--- src/rtl/cst_gen_lanes.sv ---
// Round-constant generator: NLANES chained GF(2) xtime stages per beat over a W-bit state.
// Optional inverse stepping (xi instead of xt) is compiled in with CST_GEN_INVERSE_EN.

module cst_xt_stage #(
    parameter int unsigned    W    = 32,
    parameter logic [W-1:0]   POLY = 32'h00000101
) (
`ifdef CST_GEN_INVERSE_EN
    input  logic         dir,
`endif
    input  logic [W-1:0] x,
    output logic [W-1:0] y
);
    logic [W-1:0] fwd;

    assign fwd = {x[W-2:0], 1'b0} ^ (x[W-1] ? POLY : '0);

`ifdef CST_GEN_INVERSE_EN
    logic [W-1:0] xp, inv;

    // Inverse of xt: undo the feedback (POLY[0]=1 marks it) then shift the MSB back in.
    assign xp  = x ^ POLY;
    assign inv = x[0] ? {1'b1, xp[W-1:1]} : {1'b0, x[W-1:1]};
    assign y   = dir ? inv : fwd;
`else
    assign y   = fwd;
`endif
endmodule

module cst_gen_lanes #(
    parameter int unsigned  W      = 32,
    parameter int unsigned  NLANES = 4,
    parameter int unsigned  NSTEPS = 12,
    parameter logic [W-1:0] POLY   = 32'h00000101,
    localparam int unsigned SW     = $clog2(NSTEPS + 1)
) (
    input  logic                clk,
    input  logic                rst,
    input  logic                start_i,
    input  logic [W-1:0]        seed_i,
`ifdef CST_GEN_INVERSE_EN
    input  logic                dir_i,
`endif
    output logic [NLANES*W-1:0] cst_o,
    output logic                valid_o,
    input  logic                ready_i,
    output logic                busy_o,
    output logic                done_o,
    output logic [SW-1:0]       step_o
);
    typedef enum logic {IDLE, RUN} state_t;

    state_t                    state_q, state_d;
    logic [W-1:0]              base_q;
    logic [SW-1:0]             step_q;
    logic                      done_q;
    logic                      hs, last;
    logic [NLANES:0][W-1:0]    lane;

`ifdef CST_GEN_INVERSE_EN
    logic                      dir_q;
`endif

    assign hs   = (state_q == RUN) && ready_i;
    assign last = (step_q == SW'(NSTEPS - 1));

    // lane[NLANES] is one stage past the last lane: the next beat's base.
    assign lane[0] = base_q;
    for (genvar k = 0; k < NLANES; k++) begin : g_lane
        cst_xt_stage #(.W(W), .POLY(POLY)) u_stage (
`ifdef CST_GEN_INVERSE_EN
            .dir (dir_q),
`endif
            .x   (lane[k]),
            .y   (lane[k+1])
        );
        assign cst_o[k*W +: W] = lane[k];
    end

    always_ff @(posedge clk or posedge rst) begin
        if (rst) state_q <= IDLE;
        else     state_q <= state_d;
    end

    always_comb begin
        state_d = state_q;
        case (state_q)
            IDLE:    if (start_i)   state_d = RUN;
            RUN:     if (hs && last) state_d = IDLE;
            default:                state_d = IDLE;
        endcase
    end

    always_comb begin
        valid_o = 1'b0;
        busy_o  = 1'b0;
        if (state_q == RUN) begin
            valid_o = 1'b1;
            busy_o  = 1'b1;
        end
    end

    always_ff @(posedge clk or posedge rst) begin
        if (rst) begin
            base_q <= '0;
            step_q <= '0;
            done_q <= 1'b0;
`ifdef CST_GEN_INVERSE_EN
            dir_q  <= 1'b0;
`endif
        end else begin
            done_q <= hs && last;
            if (state_q == IDLE) begin
                step_q <= '0;
                if (start_i) begin
                    base_q <= seed_i;
`ifdef CST_GEN_INVERSE_EN
                    dir_q  <= dir_i;
`endif
                end
            end else if (hs) begin
                if (last) begin
                    base_q <= '0;
                    step_q <= '0;
                end else begin
                    base_q <= lane[NLANES];
                    step_q <= step_q + SW'(1);
                end
            end
        end
    end

    assign done_o = done_q;
    assign step_o = step_q;
endmodule

--- config.mk ---
export PLATFORM = sky130hd
export DESIGN_NAME = cst_gen_lanes
export DESIGN_NICKNAME = d
export VERILOG_FILES = /design/src/rtl/cst_gen_lanes.sv
export SDC_FILE = /design/constraint.sdc
export NUM_CORES = 1
export LEC_CHECK = 0
export ABC_AREA = 1
export CAP_MARGIN = 5
export CORE_MARGIN = 3
export CORE_UTILIZATION = 35
export CTS_CLUSTER_DIAMETER = 120
export CTS_CLUSTER_SIZE = 8
export DETAILED_ROUTE_END_ITERATION = 8
export GPL_TIMING_DRIVEN = 0
export PLACE_DENSITY_LB_ADDON = 0.15
export SYNTH_ARGS = -nofsm -noshare
export SYNTH_HDL_FRONTEND = slang
export SYNTH_SLANG_ARGS = --single-unit
--- constraint.sdc ---
create_clock -name clk -period 3.1 [get_ports clk]
set_input_delay 0.31 -clock clk [delete_from_list [all_inputs] [get_ports clk]]
set_output_delay 0.31 -clock clk [all_outputs]
set_load 0.01 [all_outputs]
==> impl_metrics.ini, run 1 <==
[placed_design]
placed_area_mm2 = 0.00450
hpwlAfterDp_um = 6390
port_buffers = 170
gpl.final_weighted_congestion = 0.766

[grt]
global_route.overflow_total = 0
grt_pass1_vias = 2593
number_of_antenna_violations_at_the_first_check_in_global_routing = 0
grt_usage_pct = 18.5
pin_count_of_the_biggest_net_entering_global_routing = 39
grt_pass1_wl_um = 13000

[route]
routed_wire_length_per_instance_um = 13.7
drt-initial-drc-count = 141
ant_nets = 0
routed-via-count = 2708
remaining_drc_errors = 0
dr.pass1.iters = 4
via_per_inst = 4.48
routed_wl_um = 8270

[logic_synthesis]
ys_types = 20
netlist_instances = 327
synth.mux.area_fraction_pct = 0
yosys.area_share.simple_pct = 17.1
combinational_family_with_the_most_area_after_synthesis = buffers and inverters
synth-adder-area-share_pct = 0.467
ys_warn_count = 0
syn-cell-area_mm2 = 0.00268
synth.ff_latch_count = 38
post_synth.cell_area_avg_um2 = 8.19
syn_nets = 364
post_synth_xor_area_fraction_pct = 0.327
synth_compound_gate_area_share_pct = 12.7
ys_seq_area_share_pct = 35.5

[critical_path]
ff2ff_path_depth = 5
path_max_fanout = 8
worst-endpoint-arrival_ps = 1700
setup.reg_to_reg.worst_slack_ps = 1770
crit_chain = inv_1, nand2_1, nand2_1, buf_4, clkdlybuf4s50_1
worst-endpoint-required_ps = 2790
regToRegStartpoint = step_o[0]$_DFFE_PP0P_
worstSetupEndpointType = output port
critical-path-slowest-cell = sky130_fd_sc_hd__clkdlybuf4s50_1
critical-path-max-stage-delay_ps = 520
crit-reg2reg-capture = base_q[4]$_DFFE_PP0P_
critical-path-top-cell-by-count = sky130_fd_sc_hd__nand2_1
worst-setup-path-type = flip-flop to output port
timing.critical_path.from_type = flip-flop

[cts]
postCtsResizedCells = 0
cts.reportedPaths.clkPinSlew_ps = 70
cts_htree_levels = 2
cts-hold-fix-buffers = 0
clock_sinks = 38
cts_tree = done
clockRootBuffer = sky130_fd_sc_hd__clkbuf_8
post_cts.repair.setup_buffers = 0
ctsLongestPathBuffers = 2
number_of_buffers_added_by_the_clock_tree_synthesis_step = 5
clock_insertion_delay_worst_skew_ps = 290

[finish]
layout.area.seq_um2 = 951
drive_gt1_share_pct = 24.8
antenna-diode-count = 0
synthToLayoutAreaGrowth_pct = 71.6
layout.cell_area.non_filler_mm2 = 0.00459
finish.net_count = 541
num-fill-cells = 639
multi_input_comb_area_um2 = 817

[floorplan]
fp.dieW_um = 93.5
floorplan.core_area_mm2 = 0.00733
number_of_placement_rows = 31
initial_core_util_pct = 36.5
ioPinCount = 171
die-area_mm2 = 0.00874
die_y_um = 93.5

[sta]
final_hold_viol_count = 0
holdWs_ps = 488
rsz0062_at_grt = false
worst-slew-pin-transition_ps = 814
max_clock_freq_mhz = 499
fin_worst_skew_ps = 8.99
setup_violations = 0
slew-limit-headroom_pct = 45.7
final_max_slew_viols = 0
finalCriticalPeriod_ps = 2010
finalCritPeriodShare_pct = 64.7
fin_tns_setup_ps = 0

[run_status]
status = finished clean

[hold_path]
min_path_type = input port to asynchronous set/reset pin

[run]
cap_violations = 0

[power_and_ir_drop]
leakagePower_nw = 2.13
power_density_mw_per_mm2 = 1130
max-vdd-ir-drop_uv = 539
-- layout by cell type (no fill, tap or decap), drive strengths merged, types with 7 or more instances in the layout --
master | netlist | routed
clkbuf | 0 | 7
dfrtp | 38 | 38
nand3 | 36 | 36
inv | 15 | 15
o21ai | 35 | 35
nor2 | 33 | 33
buf | 110 | 110
a21oi | 32 | 32
nand2 | 25 | 25
clkdlybuf4s50 | 0 | 170
-- stage by stage --
stage / worst slack (ps) / total power (W) / util (%) / std cells
after floorplan: 1870 / 0.00291 / - / 327
after global placement: 1020 / 0.00481 / 61.4 / 596
after detailed placement: 1380 / 0.00488 / 61.4 / 596
after CTS: 1060 / 0.00525 / 62.7 / 604
after global routing: 988 / 0.00554 / 62.7 / 604
final: 1090 / 0.00518 / 62.7 / 604
-- synth_stat cells, drive strengths merged --
master,number,share of area [%]
inv,15,2.2
nand3,36,7.2
o21ai,35,6.5
buf,110,32
ha,1,0.47
xnor2,1,0.33
nor2,33,4.6
a21oi,32,6.1
nand2,25,5.0
nand4,1,0.23
dfrtp,38,36
-- registers in the layout, summed over array words and instances, names as in the netlist --
name and cells:
step_o 4, state_q 1, done_o 1, base_q 32
-- logic make-up (layout without fill, tap and decap cells) --
| group | after synthesis | in the layout |
|---|---|---|
| adders and majority gates | 1 | 1 |
| and+or+nand+nor | 95 | 95 |
| AOI/OAI and AO/OA | 67 | 67 |
| buffers and inverters | 125 | 303 |
| xor gates and xnor gates | 1 | 1 |
| DFF | 38 | 38 |
-- worst max-delay path: cells and delay by family, from the launching register on --
kind                   cells  cell delay, ps
AND/OR/NAND/NOR            2             190
flip-flops                 1             470
buffers and inverters      3             740
-- worst max-delay path by stage --
stage          cells past startpoint                   start  slack (ps)                     end
2_1_floorplan                      5   step_o[0]$_DFFE_PP0P_        1870   base_q[0]$_DFFE_PP0P_
3_3_place_gp                       2                     rst        1020  base_q[19]$_DFFE_PP0P_
3_5_place_dp                       4  base_q[30]$_DFFE_PP0P_        1380              cst_o[105]
4_1_cts                            4  base_q[30]$_DFFE_PP0P_        1060              cst_o[105]
5_1_grt                            4  base_q[30]$_DFFE_PP0P_         990              cst_o[105]
6_report                           5  base_q[31]$_DFFE_PP0P_        1090              cst_o[106]
-- final cells by class --
class	count	share of cell area (%)
multi-input cells	164	17.8
plain buffers	110	18.5
well taps	99	2.70
flip-flops and latches	38	20.7
clock buffers	7	1.88
clock inverters	1	0.109
repair buffers	170	37.0
inverters	15	1.28
-- report_power, final --
| group | switching, W | internal [W] | total (W) |
|---|---|---|---|
| Combinational | 0.00134 | 0.00238 | 0.00372 |
| Sequential | 0.000387 | 0.000722 | 0.00111 |
| Clock | 0.000173 | 0.000180 | 0.000352 |
| Total | 0.00190 | 0.00328 | 0.00518 |
-- routing by layer --
layer	global-route usage [%]	share of wire, %	up-vias	wire length [um]
met5	0	0	-	0
met2	31.2	49	117	4070
met1	23.7	41	1252	3430
met3	4.51	8.1	10	673
li1	-	-	1329	-
met4	5.01	1.1	0	95
Note: power is estimated with default switching activity, not from simulation.
==> inputs of run 2 (changes only) <==
Clock period 3.1 ns to 1.98 ns, I/O delays scaled along.
==> run 2 against run 1 <==
  * Count of clock-buffer cells in the layout did not move
  * Register-to-register slack got worse by 1100 ps
  * Combinational power rose by 56%
  * Core utilization barely moved
  * Via count rose by 0.11%
  * Wire length barely moved
  * Worst hold slack got worse by 110 ps
  * Global-route usage did not move
  * First-iteration DRC count fell by 2.1%
  * Clock power rose by 57%
  * Flip-flop and latch count did not move
  * Largest power group unchanged
  * Highest routed layer unchanged
==> impl_metrics.ini, run 2 (same netlist as run 1, synthesis figures left out) <==
[run_status]
status = finished clean

[cts]
cts_htree_levels = 2
number_of_buffers_added_by_the_clock_tree_synthesis_step = 5
clock_sinks = 38
cts_tree = done
ctsLongestPathBuffers = 2
cts.reportedPaths.clkPinSlew_ps = 70
clock_insertion_delay_worst_skew_ps = 290
cts-hold-fix-buffers = 0
clockRootBuffer = sky130_fd_sc_hd__clkbuf_8

[floorplan]
ioPinCount = 171
fp.dieW_um = 93.5
floorplan.core_area_mm2 = 0.00733
initial_core_util_pct = 36.5
number_of_placement_rows = 31
die_y_um = 93.5
die-area_mm2 = 0.00874

[sta]
slew-limit-headroom_pct = 45.6
fin_worst_skew_ps = 10.0
finalCriticalPeriod_ps = 1890
fin_tns_setup_ps = 0
final_hold_viol_count = 0
setup_violations = 0
postLayoutSetupSlackWorst_ps = 86.6
max_clock_freq_mhz = 528
rsz0062_at_grt = false
final_max_slew_viols = 0
holdWs_ps = 376
worst-slew-pin-transition_ps = 815
finalCritPeriodShare_pct = 95.6

[critical_path]
worstSetupEndpointType = output port
worst-endpoint-required_ps = 1780
worst-setup-path-type = flip-flop to output port
path_max_fanout = 8
timing.critical_path.from_type = flip-flop
worst-endpoint-arrival_ps = 1700

[route]
via_per_inst = 4.49
routed-via-count = 2711
routed_wl_um = 8270
ant_nets = 0
drt-initial-drc-count = 138
remaining_drc_errors = 0
routed_wire_length_per_instance_um = 13.7
dr.pass1.iters = 4

[power_and_ir_drop]
max-vdd-ir-drop_uv = 844
power_density_mw_per_mm2 = 1770
leakagePower_nw = 2.12

[run]
cap_violations = 0

[finish]
largest_reg_flops = 32
top_register = base_q
finish.net_count = 541
multi_input_comb_area_um2 = 817
synthToLayoutAreaGrowth_pct = 71.6
leading_cell_types_in_the_layout_fill_and_taps_excluded = sky130_fd_sc_hd__clkdlybuf4s50_1, sky130_fd_sc_hd__buf_4, sky130_fd_sc_hd__dfrtp_1, sky130_fd_sc_hd__nand3_1, sky130_fd_sc_hd__nor2_1
drive_gt1_share_pct = 25.0
antenna-diode-count = 0
utilization_pct = 62.7
num-fill-cells = 638
layout.area.seq_um2 = 952
mostFrequentLayoutCell = sky130_fd_sc_hd__clkdlybuf4s50_1

[grt]
grt_pass1_vias = 2593
number_of_antenna_violations_at_the_first_check_in_global_routing = 0
global_route.overflow_total = 0
pin_count_of_the_biggest_net_entering_global_routing = 39
grt_pass1_wl_um = 13000
grt_usage_pct = 18.5

[placed_design]
gpl.final_weighted_congestion = 0.766
port_buffers = 170
preCtsSetupSlack_ps = 376
hpwlAfterDp_um = 6390

[hold_path]
min_path_type = input port to asynchronous set/reset pin
==> run 2: worst max-delay path, stage by stage (launching register included) <==
cell	delay, ps
sky130_fd_sc_hd__dfrtp_1	470
sky130_fd_sc_hd__inv_1	90
sky130_fd_sc_hd__nand2_1	50
sky130_fd_sc_hd__nand2_1	140
sky130_fd_sc_hd__buf_4	130
sky130_fd_sc_hd__clkdlybuf4s50_1	520
==> run 2: what timing repair did <==
action / CTS / global route
hold endpoints to repair: 0 / 0
gates resized for setup: 0 / 1
buffers inserted: 0 / 0
endpoints found under the setup margin: 0 / 1
==> run 2: through the flow <==
step           area [um2]  instances  power (W)
2_1_floorplan        2680        327    0.00456
6_report             4600        604    0.00812
4_1_cts              4590        604    0.00821
3_5_place_dp         4500        596    0.00764
3_3_place_gp         4500        596    0.00754
5_1_grt              4600        604    0.00867
==> run 2: worst paths after layout <==
check	to	slack [ps]	start	depth (start not counted)
setup / recovery	cst_o[106]	90	base_q[31]$_DFFE_PP0P_	5
hold / removal	base_q[2]$_DFFE_PP0P_	380	rst	2
setup reg to reg	base_q[4]$_DFFE_PP0P_	650	step_o[0]$_DFFE_PP0P_	5
hold reg to reg	step_o[0]$_DFFE_PP0P_	580	step_o[0]$_DFFE_PP0P_	1
max in group asynchronous	base_q[30]$_DFFE_PP0P_	1030	rst	2
min in group clk	base_q[23]$_DFFE_PP0P_	530	seed_i[23]	3
==> run 2: cell type report <==
class	instances	share of cell area [%]
Buffer	110	18.5
Timing Repair Buffer	170	37.0
Multi-Input combinational cell	164	17.8
Clock buffer	7	1.88
Inverter	15	1.28
Tap cell	99	2.70
Clock inverter	1	0.109
Sequential cell	38	20.7
==> run 2: layer usage <==
| metal | GRT usage [%] | part of all wire [%] |
|---|---|---|
| met5 | 0 | 0 |
| met2 | 31.2 | 49 |
| met1 | 23.7 | 42 |
| met4 | 5.01 | 1.1 |
| met3 | 4.51 | 8.1 |
==> run 2: where the power goes <==
group          total (W)  switching [W]  internal, W
sequential       0.00174       0.000607      0.00113
combinational    0.00582        0.00210      0.00373
clock           0.000553       0.000272     0.000281
total            0.00812        0.00298      0.00514
==> inputs of run 3 (changes only) <==
Settings changed: ABC_AREA 1 to 0, CORE_MARGIN 3 to not set.
==> run 3 against run 2 <==
  * Count of clock-buffer cells in the layout down 2
  * Power down 6.9%
  * Sequential power about the same
  * Sequential share of layout area up 0.84 points
  * Combinational power down 11%
  * Fmax up 0.93%
  * Die area down 15%
  * Non-clock buffer count down 2
  * Clock skew down 4.3 ps
==> impl_metrics.ini, run 3 <==
[sta]
holdWs_ps = 263
final_max_slew_viols = 0
fin_worst_skew_ps = 5.71
finalCritPeriodShare_pct = 94.7
fin_tns_setup_ps = 0
worst-slew-pin-transition_ps = 809
rsz0062_at_grt = false
finalCriticalPeriod_ps = 1880
final_hold_viol_count = 0
slew-limit-headroom_pct = 46.0
max_clock_freq_mhz = 533
setup_violations = 0

[power_and_ir_drop]
total_power_w = 0.00756
max-vdd-ir-drop_uv = 801
power_density_mw_per_mm2 = 1710
leakagePower_nw = 2.05

[finish]
finish.net_count = 454
multi_input_comb_area_um2 = 746
largest_reg_flops = 32
utilization_pct = 64.7
final_cell_count_no_fill = 514
num-fill-cells = 621
mostFrequentLayoutCell = sky130_fd_sc_hd__clkdlybuf4s50_1
leading_cell_types_in_the_layout_fill_and_taps_excluded = sky130_fd_sc_hd__clkdlybuf4s50_1, sky130_fd_sc_hd__buf_4, sky130_fd_sc_hd__dfrtp_1, sky130_fd_sc_hd__a221o_1, sky130_fd_sc_hd__and3_1
drive_gt1_share_pct = 28.5
synthToLayoutAreaGrowth_pct = 78.0
top_register = base_q
layout.area.seq_um2 = 953
antenna-diode-count = 0

[floorplan]
fp.dieW_um = 86.2
floorplan.core_area_mm2 = 0.00683
initial_core_util_pct = 36.4
die_y_um = 86.2
ioPinCount = 171
die-area_mm2 = 0.00744
number_of_placement_rows = 30

[logic_synthesis]
ys_types = 23
syn-cell-area_mm2 = 0.00248
synth.ff_latch_count = 38
ys.flop_type = sky130_fd_sc_hd__dfrtp_1
synth-edff-count = 0
synth.top_cell.area_share_pct = 38.3
synth-adder-area-share_pct = 0.504
synth.mux.area_fraction_pct = 1.81
yosys-top-cells-count = sky130_fd_sc_hd__buf_4, sky130_fd_sc_hd__dfrtp_1, sky130_fd_sc_hd__a221o_1
async_flop_share_pct = 100
post_synth.cell_area_avg_um2 = 10.3
netlist_instances = 241
syn_nets = 278
synthMostInstantiatedCell = sky130_fd_sc_hd__buf_4
combinational_family_with_the_most_area_after_synthesis = buffers and inverters
ys_warn_count = 0
synth_compound_gate_area_share_pct = 13.8
yosys.area_share.simple_pct = 11.9
synth_area_leaders = sky130_fd_sc_hd__dfrtp_1, sky130_fd_sc_hd__buf_4, sky130_fd_sc_hd__a221o_1, sky130_fd_sc_hd__and3_1, sky130_fd_sc_hd__buf_6
ys_seq_area_share_pct = 38.3
synth_area_leader_cell = sky130_fd_sc_hd__dfrtp_1
post_synth_xor_area_fraction_pct = 1.41

[cts]
cts_htree_levels = 2
post_cts.repair.setup_buffers = 0
cts_tree = done
clock_insertion_delay_worst_skew_ps = 290
clock_sinks = 38
ctsLongestPathBuffers = 2
cts.reportedPaths.clkPinSlew_ps = 80
number_of_buffers_added_by_the_clock_tree_synthesis_step = 5
clockRootBuffer = sky130_fd_sc_hd__clkbuf_8

[run]
cap_violations = 0

[placed_design]
hpwlAfterDp_um = 5610
dp.cells = 506
port_buffers = 169
gpl.final_weighted_congestion = 0.698

[route]
ant_nets = 0
dr.pass1.iters = 4
routed_wire_length_per_instance_um = 14.5
via_per_inst = 4.55
remaining_drc_errors = 0
routed-via-count = 2339
routed_wl_um = 7440
drt-initial-drc-count = 71

[grt]
pin_count_of_the_biggest_net_entering_global_routing = 39
grt_pass1_wl_um = 11400
number_of_antenna_violations_at_the_first_check_in_global_routing = 0
grt_usage_pct = 20.0
grt_pass1_vias = 2158
global_route.overflow_total = 0

[critical_path]
worstSetupEndpointType = output port
worst-endpoint-arrival_ps = 1680
ff2ff_path_depth = 6
timing.critical_path.from_type = flip-flop
path_max_fanout = 7
worst-setup-path-type = flip-flop to output port
worst-endpoint-required_ps = 1780

[hold_path]
min_path_type = input port to flip-flop
min_delay_path_depth = 3

[run_status]
status = finished clean
==> run 3: power by group <==
part / internal (W) / switching [W]
combinational: 0.00352 / 0.00167
clock: 0.000371 / 0.000288
sequential: 0.00111 / 0.000604
total: 0.00500 / 0.00256
==> run 3: metrics by stage <==
step	worst slack (ps)	cell area, um2
floorplan	380	2480
global placement	5.02	4300
detailed placement	136	4300
CTS	22.1	4420
global route	2.89	4420
finish	104	4420
==> run 3: area by class of cell <==
class | instances | share of cell area [%]
timing repair buffer | 169 | 38.3
sequential | 38 | 21.6
buffer | 109 | 18.1
multi-input combinational | 93 | 16.9
tap | 96 | 2.72
clock buffer | 5 | 1.56
clock inverter | 3 | 0.905
inverter | 1 | 0.0849
==> run 3: worst max-delay path, stage by stage, from the launching register on <==
cell	delay, ps
sky130_fd_sc_hd__dfrtp_2	480
sky130_fd_sc_hd__xor2_2	250
sky130_fd_sc_hd__buf_4	140
sky130_fd_sc_hd__clkdlybuf4s50_1	520
==> run 3: final timing paths <==
check	start	endpoint	slack, ps
max	base_q[30]$_DFFE_PP0P_	cst_o[105]	100
min	ready_i	step_o[0]$_DFFE_PP0P_	260
max reg2reg	step_o[0]$_DFFE_PP0P_	base_q[24]$_DFFE_PP0P_	150
min reg2reg	step_o[2]$_DFFE_PP0P_	step_o[3]$_DFFE_PP0P_	600
max in group asynchronous	rst	base_q[31]$_DFFE_PP0P_	1030
min in group asynchronous	rst	base_q[24]$_DFFE_PP0P_	380
==> run 3: repair_timing <==
item                                    4_1_cts  5_1_grt
endpoints found under the setup margin        3        3
resized for setup                             2        2
hold buffers                                  0        0
endpoints found under the hold margin         0        0
==> run 3: cell families after synthesis <==
family / Yosys count
buffers and inverters: 110
AND/OR/NAND/NOR: 48
flip-flops: 38
AO/OA/AOI/OAI: 36
XOR/XNOR: 4
multiplexers: 4
adder cells (fa/ha/maj): 1
==> run 3: routing by layer <==
metal	vias to the layer above	routed length, um	track usage (%)
met5	-	0	0
li1	1108	-	-
met3	8	477	5.05
met4	0	85	5.45
met1	1123	3230	25.6
met2	100	3650	33.5
==> RTL change 1, RTL diff (flow settings as in run 2) <==
`NSTEPS`: 12 -> 18.
--- a/src/rtl/cst_gen_lanes.sv
+++ b/src/rtl/cst_gen_lanes.sv
@@ -30,7 +30,7 @@
 module cst_gen_lanes #(
     parameter int unsigned  W      = 32,
     parameter int unsigned  NLANES = 4,
-    parameter int unsigned  NSTEPS = 12,
+    parameter int unsigned  NSTEPS = 18,
     parameter logic [W-1:0] POLY   = 32'h00000101,
     localparam int unsigned SW     = $clog2(NSTEPS + 1)
 ) (
Interface: changed (resized step_o); port bits go from 171 to 172. No check against the original RTL was run, so the function may have changed too.
==> RTL change 1 against run 2 <==
Non-clock buffer count increased by 1; total power is 2.0% lower; synthesized cell count is 3.4% higher; wire length is essentially flat; sequential cell count up 1; final area is 2.4% higher; hold slack gained 7.1 ps; die area is 2.6% higher; area after synthesis is 2.8% higher; setup slack better by 39 ps; sequential share of layout area hardly changed; highest routed layer unchanged.
==> RTL change 1: results <==
[run_status]
outcome = finished, final reports clean

[drt]
post_drt_wl_per_cell_um = 13.4
via_per_inst = 4.40
drt_wl_total_mm = 8.26
initialDrtViolationCount = 65

[logic_synthesis]
synth_top_cell_by_area = dfrtp_1
postSynthAreaPerCell_um2 = 8.14
synth.distinct_cells = 18
yosys-top-cells-area = dfrtp_1 35%, buf_4 26%, nand3_1 6.2%, a21oi_1 5.8%, nor2_1 4.9%
most_common_library_cells_after_synthesis = 94 x buf_4, 39 x dfrtp_1, 36 x nor2_1
synthArstFlopShare = 1.00
synth-warning-count = 0
synth.yosys.seq_area_share = 0.355
number_of_nets_in_the_synthesized_netlist = 376

[clock_network]
deepest_clock_path_buffer_count = 2
clock_latency_ps = 300
cts_buffers = 5
cts_resized = 0
ctsHtreeMaxLevel = 2
root_buffer = clkbuf_8

[placement]
dpl_ws_ps = 425
dpl.hpwl_mm = 6.35
portBuffers = 171
placedCellCount = 608
gp_routability_congestion = 0.749

[pwr]
vdd_drop_max_v = 0.000876
leakagePower_nw = 2.22

[cells_and_area]
insertedDiodeCount = 0
layout-drive-gt1-share = 0.244
registers.top_by_ff_count = base_q
largest_register_ff_count = 32
layout.nets = 554

[worst_setup_path]
worst_path_largest_cell_delay_ps = 530
crit_arrival_ps = 1660
ff2ff_path_depth = 8
critPathSlowestCell = clkdlybuf4s50_1

[global_routing]
grtUsageTotal = 0.177
grt_pass1_vias = 2519
grt_start_max_net_pins = 40
global_route_wire_length_before_repair_mm = 12.5

[worst_hold_path]
timing.hold.worst.class = input port to async pin

[sta]
least_margin_pin_slew_ps = 833
fin_skew_ps = 6.75
==> RTL change 1: final cells by class <==
| type | instances | area, um2 |
|---|---|---|
| clock inverters | 2 | 35.0 |
| inverters | 17 | 66.3 |
| fillers | 692 | 2740 |
| repair buffers | 171 | 1710 |
| plain buffers | 110 | 848 |
| well taps | 99 | 124 |
| multi-input cells | 172 | 861 |
| flip-flops and latches | 39 | 976 |
| clock buffers | 6 | 82.6 |
==> RTL change 1: final timing paths <==
| kind | from | end | slack (ps) |
|---|---|---|---|
| setup / recovery | base_q[30] | cst_o[105] | 130 |
| hold / removal | rst | base_q[26] | 380 |
| setup reg to reg | step_o[1] | base_q[3] | 590 |
| hold reg to reg | step_o[4] | step_o[4] | 560 |
| max in group asynchronous | rst | step_o[1] | 1070 |
| min in group clk | seed_i[6] | base_q[6] | 520 |
==> RTL change 1: routing by layer <==
metal,vias up,wire length (um),GRT usage
li1,1355,-,-
met1,1241,3340,0.212
met2,109,4180,0.312
met3,5,681,0.0478
met4,0,63,0.0421
met5,-,0,0
==> RTL change 1: cell families (layout without fill, tap and decap cells) <==
kind of cell | count (synthesis) | count (layout) | share of synthesized area
AO/OA/AOI/OAI | 70 | 70 | 0.129
XOR/XNOR | 1 | 1 | 0.00318
adder cells (fa/ha/maj) | 2 | 2 | 0.00909
buffers and inverters | 127 | 306 | 0.332
flip-flops | 39 | 39 | 0.355
AND/OR/NAND/NOR | 99 | 99 | 0.172
==> RTL change 1: stage by stage <==
| step | instance area [um2] | hold WS [ps] |
|---|---|---|
| final | 4700 | 383 |
| after CTS | 4700 | 410 |
| after detailed placement | 4590 | 552 |
| after floorplan | 2750 | 373 |
| after global routing | 4700 | 471 |
| after global placement | 4590 | 537 |
==> RTL change 1: report_power, final <==
part           total [mW]  switching, mW  leakage (nW)  internal (mW)
Combinational        5.49           1.92          1.72           3.57
Clock               0.707          0.299        0.0612          0.408
Sequential           1.76          0.613         0.434           1.15
Total                7.96           2.83          2.22           5.13
==> RTL change 1: critical path: cells and delay by family, from the launching register on <==
family	cells	cell delay (ps)
DFF	1	480
buffers and inverters	3	730
and+or+nand+nor	2	160
==> RTL change 2, RTL diff (flow settings as in run 2) <==
Made on the original files. Make the reset (`rst`) synchronous in 2 clocked blocks.
--- a/src/rtl/cst_gen_lanes.sv
+++ b/src/rtl/cst_gen_lanes.sv
@@ -77,7 +77,7 @@
         assign cst_o[k*W +: W] = lane[k];
     end
 
-    always_ff @(posedge clk or posedge rst) begin
+    always_ff @(posedge clk) begin
         if (rst) state_q <= IDLE;
         else     state_q <= state_d;
     end
@@ -100,7 +100,7 @@
         end
     end
 
-    always_ff @(posedge clk or posedge rst) begin
+    always_ff @(posedge clk) begin
         if (rst) begin
             base_q <= '0;
             step_q <= '0;
Formal check against the unedited RTL: differs if rst is asserted again (counterexample within 4 cycles, from zero or initial values and one cycle with rst high); with rst held inactive, the same outputs for 10 cycles.
==> RTL change 2 against run 2 <==
Sequential cell count stayed put; highest routed layer unchanged; final cell count fell by 2.6%; largest cell class unchanged; final area decreased by 4.1%; wire length shrank 1.1%; setup slack lost 2.0 ps; area after synthesis decreased by 7.2%; clock skew about the same.
Power is not compared: it rests on default switching activity, and its combinational part moved more than twofold at a synthesized area within 25%.
==> RTL change 2: results <==
[placement]
placed_cell_area_mm2 = 0.00431
dpl_ws_ps = 141
gp_routability_congestion = 0.797
placedCellCount = 580
dpl.hpwl_mm = 6.24

[global_routing]
grt_start_max_net_pins = 12
grt_pass1_vias = 2530

[worst_hold_path]
timing.hold.worst.class = flop to flop

[drt]
post_drt_wl_per_cell_um = 13.9
dr_total_vias = 2619

[logic_synthesis]
synthArstFlopShare = 0
synth.distinct_cells = 21
yosys-top-cells-area = dfxtp_1 31%, buf_4 29%, o21ai_0 9.7%, a21oi_1 6.6%, nand3_1 5.2%
number_of_nets_in_the_synthesized_netlist = 351
synth.yosys.seq_area_share = 0.306
syn_inst = 314

[worst_setup_path]
startpoint_of_the_worst_register_to_register_path = step_o[0]
crit-reg2reg-capture = base_q[26]
critical_path_fanouts_max = 7
critPathLaunch = base_q[31]
worst_path_largest_cell_delay_ps = 540

[sta]
fin_skew_ps = 9.69
least_margin_pin_slew_ps = 393

[pwr]
switching_share = 0.312

[run_status]
outcome = finished, final reports clean

[cells_and_area]
largest_register_ff_count = 32

[clock_network]
deepest_clock_path_buffer_count = 2
## RTL change 2: cell types whose count changed after synthesis, sizes merged, moves of 10 or more
cell	before	now
nor2	33	6
inv	15	5
nand3	36	26
dfxtp	0	38
dfrtp	38	0
o21ai	35	65
## RTL change 2: cell families (layout without fill, tap and decap cells)
kind of cell | count (synthesis) | after routing | synth area share
buffers and inverters | 117 | 295 | 0.351
AO/OA/AOI/OAI | 99 | 99 | 0.205
AND/OR/NAND/NOR | 53 | 53 | 0.112
flip-flops | 38 | 38 | 0.306
XOR/XNOR | 6 | 6 | 0.0211
adder cells (fa/ha/maj) | 1 | 1 | 0.00503
## RTL change 2: final cells by class
class                           instances  area share
Multi-Input combinational cell        159       0.195
Clock inverter                          1     0.00114
Buffer                                112       0.192
Sequential cell                        38       0.173
Tap cell                               96      0.0272
Timing Repair Buffer                  170       0.386
Clock buffer                            7      0.0196
Inverter                                5     0.00539
## RTL change 2: worst max-delay path: cells and delay by family (launching register included)
kind	cells	cell delay (ps)
XOR/XNOR	1	260
flip-flops	1	450
buffers and inverters	2	700
## RTL change 2: worst max-delay path by stage
| stage | to | slack (ps) | cells after the start |
|---|---|---|---|
| after CTS | cst_o[106] | 40 | 3 |
| after global placement | cst_o[73] | 170 | 3 |
| final | cst_o[106] | 80 | 3 |
| after global routing | cst_o[105] | 2 | 3 |
| after floorplan | cst_o[106] | 790 | 2 |
| after detailed placement | cst_o[106] | 140 | 3 |
## RTL change 2: repair_timing
item,4_1_cts,5_1_grt
resized for setup,3,0
setup buffers,0,0
hold buffers,0,0
setup endpoints to repair,4,0
## RTL change 2: through the flow
stage / total power [mW] / hold slack [ps] / util
floorplan: 1.69 / 268 / -
global placement: 2.48 / 491 / 0.630
detailed placement: 2.50 / 505 / 0.630
CTS: 3.06 / 516 / 0.645
global route: 3.18 / 537 / 0.645
finish: 3.03 / 524 / 0.645
## RTL change 2: power by group through the flow
stage | Combinational [mW] | Clock (mW) | Sequential [mW]
floorplan | 0.690 | 0 | 0.997
global route | 1.59 | 0.590 | 1.00
global placement | 1.48 | 0 | 0.997
detailed placement | 1.50 | 0 | 1.00
CTS | 1.50 | 0.569 | 0.988
finish | 1.49 | 0.551 | 0.985
## RTL change 2: metal layers
layer | GRT usage | wire length [um]
met5 | 0 | 0
met4 | 0.0395 | 52
met3 | 0.0533 | 559
met2 | 0.326 | 3980
met1 | 0.241 | 3580
